<file path="src/rtl/pwm_gate_driver.sv">
// rtl/pwm_gate_driver.sv - dead-time H-bridge gate driver for a three-level delta-sigma symbol stream
//
// Purpose:
//   Registers the modulator's 2-bit symbol and drives the four gates of a full
//   H-bridge. Each leg runs a small FSM (OFF / DEAD / LO_ON / HI_ON) that
//   keeps both gates of the leg off for DEAD_CYCLES clocks on every handover.
//   Disable and fault turn the bridge off at the next edge with no dead time.
//   The fault flag is sticky until cleared.
//
// Optional feature (macro DRV_MIN_ON_EN):
//   Defined   - each leg must stay in LO_ON or HI_ON for MIN_ON_CYCLES clocks
//               before a target change can start a handover.
//   Undefined - a target change leaves LO_ON / HI_ON at the next edge, and
//               MIN_ON_CYCLES has no effect.
//
// Ports:
//   clock        system clock
//   reset        synchronous, active-high reset
//   en_i         bridge enable
//   pwm_i        symbol: 00 zero, 01 positive, 10 negative, 11 invalid
//   fault_i      external fault, synchronous level
//   fault_clr_i  clears the latched fault when fault_i is low
//   a_hi_o/a_lo_o, b_hi_o/b_lo_o  gate drives for legs A and B
//   fault_o      sticky fault flag
//   invalid_o    one-cycle pulse after a symbol 11 is captured
//   busy_o       either leg is in its dead time

module pwm_gate_driver #(
    parameter int unsigned DEAD_CYCLES   = 3,
    parameter int unsigned MIN_ON_CYCLES = 2
) (
    input  logic       clock,
    input  logic       reset,
    input  logic       en_i,
    input  logic [1:0] pwm_i,
    input  logic       fault_i,
    input  logic       fault_clr_i,
    output logic       a_hi_o,
    output logic       a_lo_o,
    output logic       b_hi_o,
    output logic       b_lo_o,
    output logic       fault_o,
    output logic       invalid_o,
    output logic       busy_o
);

    typedef enum logic [1:0] {
        ST_OFF   = 2'd0,
        ST_DEAD  = 2'd1,
        ST_LO_ON = 2'd2,
        ST_HI_ON = 2'd3
    } leg_state_t;

    if (DEAD_CYCLES < 1 || DEAD_CYCLES > 15) begin : g_bad_dead
        $error("DEAD_CYCLES must be in 1..15");
    end
    if (MIN_ON_CYCLES < 1 || MIN_ON_CYCLES > 15) begin : g_bad_min_on
        $error("MIN_ON_CYCLES must be in 1..15");
    end

    // The dead counter counts down to zero, so DEAD_CYCLES-1 gives exactly
    // DEAD_CYCLES clocks in DEAD.
    localparam logic [3:0] DEAD_LOAD = 4'(DEAD_CYCLES - 1);

    logic [1:0] sym_r;
    logic       fault_r;
    logic       invalid_r;
    logic       busy_r;

    // Symbol 11 is stored as zero so the legs never see it.
    always_ff @(posedge clock) begin
        if (reset) begin
            sym_r     <= 2'b00;
            invalid_r <= 1'b0;
            fault_r   <= 1'b0;
        end else begin
            sym_r     <= (pwm_i == 2'b11) ? 2'b00 : pwm_i;
            invalid_r <= (pwm_i == 2'b11);
            if (fault_i) begin
                fault_r <= 1'b1;
            end else if (fault_clr_i) begin
                fault_r <= 1'b0;
            end
        end
    end

    // Bit 0 is leg A, bit 1 is leg B.
    logic [1:0] tgt;
    assign tgt[0] = (sym_r == 2'b01);
    assign tgt[1] = (sym_r == 2'b10);

    // A raw fault_i turns the legs off at the same edge that latches fault_r.
    logic off_req;
    assign off_req = !en_i || fault_r || fault_i;

    logic [1:0] leg_hi;
    logic [1:0] leg_lo;
    logic [1:0] leg_dead_d;

    for (genvar g = 0; g < 2; g++) begin : g_leg
        leg_state_t state_q;
        leg_state_t state_d;
        logic [3:0] cnt_q;
        logic [3:0] cnt_d;
        logic       hi_q;
        logic       lo_q;
        logic       hi_d;
        logic       lo_d;
        logic       leave_ok;

`ifdef DRV_MIN_ON_EN
        localparam logic [3:0] MIN_ON_LAST = 4'(MIN_ON_CYCLES - 1);
        logic [3:0] on_q;
        logic [3:0] on_d;

        // Restarts whenever the state changes, so it measures time spent in
        // the current LO_ON / HI_ON state.
        always_comb begin
            on_d = on_q;
            if (state_d != state_q) begin
                on_d = 4'd0;
            end else if (on_q != 4'hF) begin
                on_d = on_q + 4'd1;
            end
        end

        always_ff @(posedge clock) begin
            if (reset) begin
                on_q <= 4'd0;
            end else begin
                on_q <= on_d;
            end
        end

        assign leave_ok = (on_q >= MIN_ON_LAST);
`else
        assign leave_ok = 1'b1;
`endif

        // State register, with the gate outputs registered from the next state.
        always_ff @(posedge clock) begin
            if (reset) begin
                state_q <= ST_OFF;
                cnt_q   <= 4'd0;
                hi_q    <= 1'b0;
                lo_q    <= 1'b0;
            end else begin
                state_q <= state_d;
                cnt_q   <= cnt_d;
                hi_q    <= hi_d;
                lo_q    <= lo_d;
            end
        end

        // Next-state logic. The target is sampled only when the dead time
        // expires, so a short glitch returns the leg to its original side.
        always_comb begin
            state_d = state_q;
            cnt_d   = cnt_q;
            if (off_req) begin
                state_d = ST_OFF;
                cnt_d   = 4'd0;
            end else begin
                case (state_q)
                    ST_OFF: begin
                        state_d = ST_DEAD;
                        cnt_d   = DEAD_LOAD;
                    end
                    ST_DEAD: begin
                        if (cnt_q == 4'd0) begin
                            state_d = tgt[g] ? ST_HI_ON : ST_LO_ON;
                        end else begin
                            cnt_d = cnt_q - 4'd1;
                        end
                    end
                    ST_LO_ON: begin
                        if (tgt[g] && leave_ok) begin
                            state_d = ST_DEAD;
                            cnt_d   = DEAD_LOAD;
                        end
                    end
                    ST_HI_ON: begin
                        if (!tgt[g] && leave_ok) begin
                            state_d = ST_DEAD;
                            cnt_d   = DEAD_LOAD;
                        end
                    end
                    default: begin
                        state_d = ST_OFF;
                        cnt_d   = 4'd0;
                    end
                endcase
            end
        end

        // Output decode. hi and lo come from mutually exclusive states, so
        // they can never be on together.
        always_comb begin
            hi_d = (state_d == ST_HI_ON);
            lo_d = (state_d == ST_LO_ON);
        end

        assign leg_hi[g]     = hi_q;
        assign leg_lo[g]     = lo_q;
        assign leg_dead_d[g] = (state_d == ST_DEAD);
    end

    always_ff @(posedge clock) begin
        if (reset) begin
            busy_r <= 1'b0;
        end else begin
            busy_r <= |leg_dead_d;
        end
    end

    assign a_hi_o    = leg_hi[0];
    assign a_lo_o    = leg_lo[0];
    assign b_hi_o    = leg_hi[1];
    assign b_lo_o    = leg_lo[1];
    assign fault_o   = fault_r;
    assign invalid_o = invalid_r;
    assign busy_o    = busy_r;

endmodule

</file>
<file path="config.mk">
export PLATFORM = sky130hd
export DESIGN_NAME = pwm_gate_driver
export DESIGN_NICKNAME = d
export VERILOG_FILES = /design/src/rtl/pwm_gate_driver.sv
export SDC_FILE = /design/constraint.sdc
export NUM_CORES = 1
export LEC_CHECK = 0
export CAP_MARGIN = 15
export CORE_ASPECT_RATIO = 1.4
export CORE_UTILIZATION = 45
export DETAILED_ROUTE_END_ITERATION = 7
export PLACE_DENSITY = 0.75
export SYNTH_ARGS = -nofsm -noshare
export SYNTH_HDL_FRONTEND = slang
export SYNTH_SLANG_ARGS = --single-unit
</file>
<file path="constraint.sdc">
create_clock -name clock -period 2.3 [get_ports clock]
set_input_delay 0.46 -clock clock [delete_from_list [all_inputs] [get_ports clock]]
set_output_delay 0.46 -clock clock [all_outputs]
set_load 0.02 [all_outputs]
</file>
==> results.toml <==
[clock_network]
clkSlewWorstSetupHoldPaths_ns = 0.12
cts_hold_buf = 0
root_buffer = "clkbuf_4"
postCtsSetupBuffers = 0
htreeDepth = 1
cts_tree = "done"
clkLatencyLatePin_ns = 0.32
post_cts_resized = 0
clock-sinks = 21
cts.path.max_buffers = 2
cts_buffers = 3

[placed_design]
dpl.hpwl_um = 1380
port_buffers = 13
globalplace.congestion = 0.815

[grt]
grt_max_degree = 14
grt_pass1_wl_um = 3110
antenna_found_initial = 0
grt_pass1_vias = 790
grt_usage_pct = 19.5
grt.overflow.total = 0

[layout]
drive_gt1_share_pct = 7.50
multi_input_comb_area_um2 = 503
seq_area_um2 = 420
post-route-util_pct = 57.1
diodes = 0
fin_nets = 131
syn_to_final_growth_pct = 18.3
final_cell_mix = "dfxtp_1 (21), clkdlybuf4s50_1 (13), a21oi_1 (12)"
layout_commonest_cell = "dfxtp_1"
fillers = 198

[flow_run]
drv_cap = 0

[floorplan]
initial_utilization_pct = 48.3
die-area_mm2 = 0.00234
die_h_um = 56.8
design.core.area_mm2 = 0.00200
rows = 19
pin_count = 14
fp.dieW_um = 41.1

[sta]
hold_viol = 0
setup_violations = 0
fin_setup_tns_ns = 0
finClkSkew_ns = 0.00232
max-slew-margin-rel_pct = 73.2
fin_crit_ns = 1.82
rsz0062_at_grt = "no"
fin_crit_sh_pct = 79.1
worst_slew_pin_slew_ns = 0.403
max_freq_ghz = 0.550
slew_violations = 0

[worst_setup_path]
regToRegSetupSlack_ns = 0.60
cp-end-kind = "register"
startpoint_type = "primary input"
reg2reg_from = "g_leg[0].cnt_q[0]"
arrival_ns = 2.07
reg2reg_to = "g_leg[0].cnt_q[1]"
required_ns = 2.55
worstSetupPathType = "primary input to register"
rr_worst_depth = 6
cp_max_fo = 13

[drt]
drt-total-wl_um = 1790
antenna_left = 0
dr_total_vias = 791
drcViolationCount = 0
vias_per_cell = 5.61
dr.pass1.iters = 4
wl_per_cell_um = 12.7
drtIter0Drc = 10

[min_path]
holdPathStages = 2
hp-class = "register to register"
min-delay-start = "g_leg[1].cnt_q[0]"
hold_path_end = "g_leg[1].cnt_q[0]"

[power_and_ir_drop]
powerDensity_mw_per_mm2 = 545
ir_worst_vdd_mv = 0.370
p_leak_nw = 0.515

[synthesis]
syn_avg_cell_area_um2 = 9.28
yosysSeqAreaShare_pct = 43.6
synth_area_um2 = 965
synthCells = 104
yosysWarnings = 0
synth_cell_types = 33
syn-num-nets = 114
synth-seq-cells = 21

[outcome]
status = "finished, final reports clean"
-- cell type report --
type                            instances  area share, %
Tap cell                               21           2.30
Clock buffer                            3           1.97
Multi-Input combinational cell         74           44.1
Sequential cell                        21           36.8
Timing Repair Buffer                   14           12.1
Clock inverter                          1          0.439
Inverter                                7           2.30
-- cells by family (layout without fill, tap and decap cells) --
family | Yosys count | in the layout | share of synthesized area [%]
DFF | 21 | 21 | 43.6
and+or+nand+nor | 40 | 40 | 25.9
adders and majority gates | 3 | 3 | 3.89
muxes | 5 | 5 | 5.84
AOI/OAI and AO/OA | 26 | 26 | 16.5
buffers and inverters | 9 | 25 | 4.28
-- routing by layer --
layer  track usage [%]  vias up  part of all wire [%]
met5                 0        -                     0
met1              23.2      361                    42
met2              30.4       21                    51
li1                  -      404                     -
met3              3.95        5                   3.4
met4              11.1        0                   3.0
-- critical path, cell delays in order --
cell and delay (ns):
clkdlybuf4s50_1 0.47, or4b_1 0.71, o21bai_1 0.28, a21oi_1 0.15
-- cells in the mapped netlist --
library cell / n / area, µm²
nand2_1: 5 / 18.8
nand3b_1: 1 / 7.51
o21bai_1: 2 / 15.0
and4b_2: 1 / 11.3
a21oi_1: 12 / 60.1
o21ai_0: 4 / 20.0
a211oi_1: 3 / 22.5
mux2i_1: 3 / 30.0
or2b_1: 1 / 7.51
inv_1: 7 / 26.3
or3_1: 2 / 12.5
nand2b_1: 3 / 18.8
nor3b_1: 3 / 22.5
nor2_1: 6 / 22.5
nor2b_1: 5 / 31.3
nor3_1: 1 / 5.00
and2_1: 2 / 12.5
or4_1: 3 / 22.5
mux2_4: 1 / 15.0
nor4b_1: 1 / 8.76
or4b_1: 1 / 10.0
and3b_1: 1 / 8.76
ha_1: 3 / 37.5
and4b_1: 1 / 10.0
buf_6: 1 / 11.3
and3b_2: 1 / 10.0
dfxtp_1: 21 / 420
nand3_1: 2 / 10.0
clkbuf_1: 1 / 3.75
o31ai_1: 2 / 15.0
a2111o_1: 1 / 11.3
mux2_2: 1 / 11.3
a21boi_0: 2 / 15.0
-- flip-flops by register name (all words and copies together) (netlist names) --
register / cells
busy_o: 1
a_lo_o: 1
invalid_o: 1
b_hi_o: 1
fault_o: 1
g_leg.cnt_q: 8
g_leg.state_q: 4
b_lo_o: 1
a_hi_o: 1
sym_r: 2
-- worst max-delay path by stage --
stage / cells after the start / startpoint / slack (ns) / end
after CTS: 4 / reset / 0.51 / g_leg[0].cnt_q[2]
final: 4 / reset / 0.48 / g_leg[0].cnt_q[2]
after floorplan: 4 / sym_r[0] / 0.62 / g_leg[0].cnt_q[3]
after global placement: 4 / reset / 0.22 / g_leg[0].cnt_q[3]
after global routing: 4 / reset / 0.43 / g_leg[0].cnt_q[0]
after detailed placement: 4 / reset / 0.17 / g_leg[0].cnt_q[3]
-- through the flow --
step	setup WS [ns]	total power, mW	instance area [µm²]	hold slack, ns	cells
final	0.480	0.622	1140	0.501	141
after global routing	0.428	0.651	1140	0.533	141
after CTS	0.512	0.628	1140	0.503	141
after detailed placement	0.165	0.445	1110	0.484	137
after global placement	0.223	0.443	1110	0.477	137
after floorplan	0.623	0.420	965	0.449	104
-- report_power, final --
part / leakage, nW / internal, mW / switching, mW / total, mW
Sequential: 0.171 / 0.372 / 0.00605 / 0.378
Clock: 0.0177 / 0.0652 / 0.120 / 0.185
Combinational: 0.327 / 0.0318 / 0.0276 / 0.0594
No activity file was read; power rests on OpenSTA's default activity.
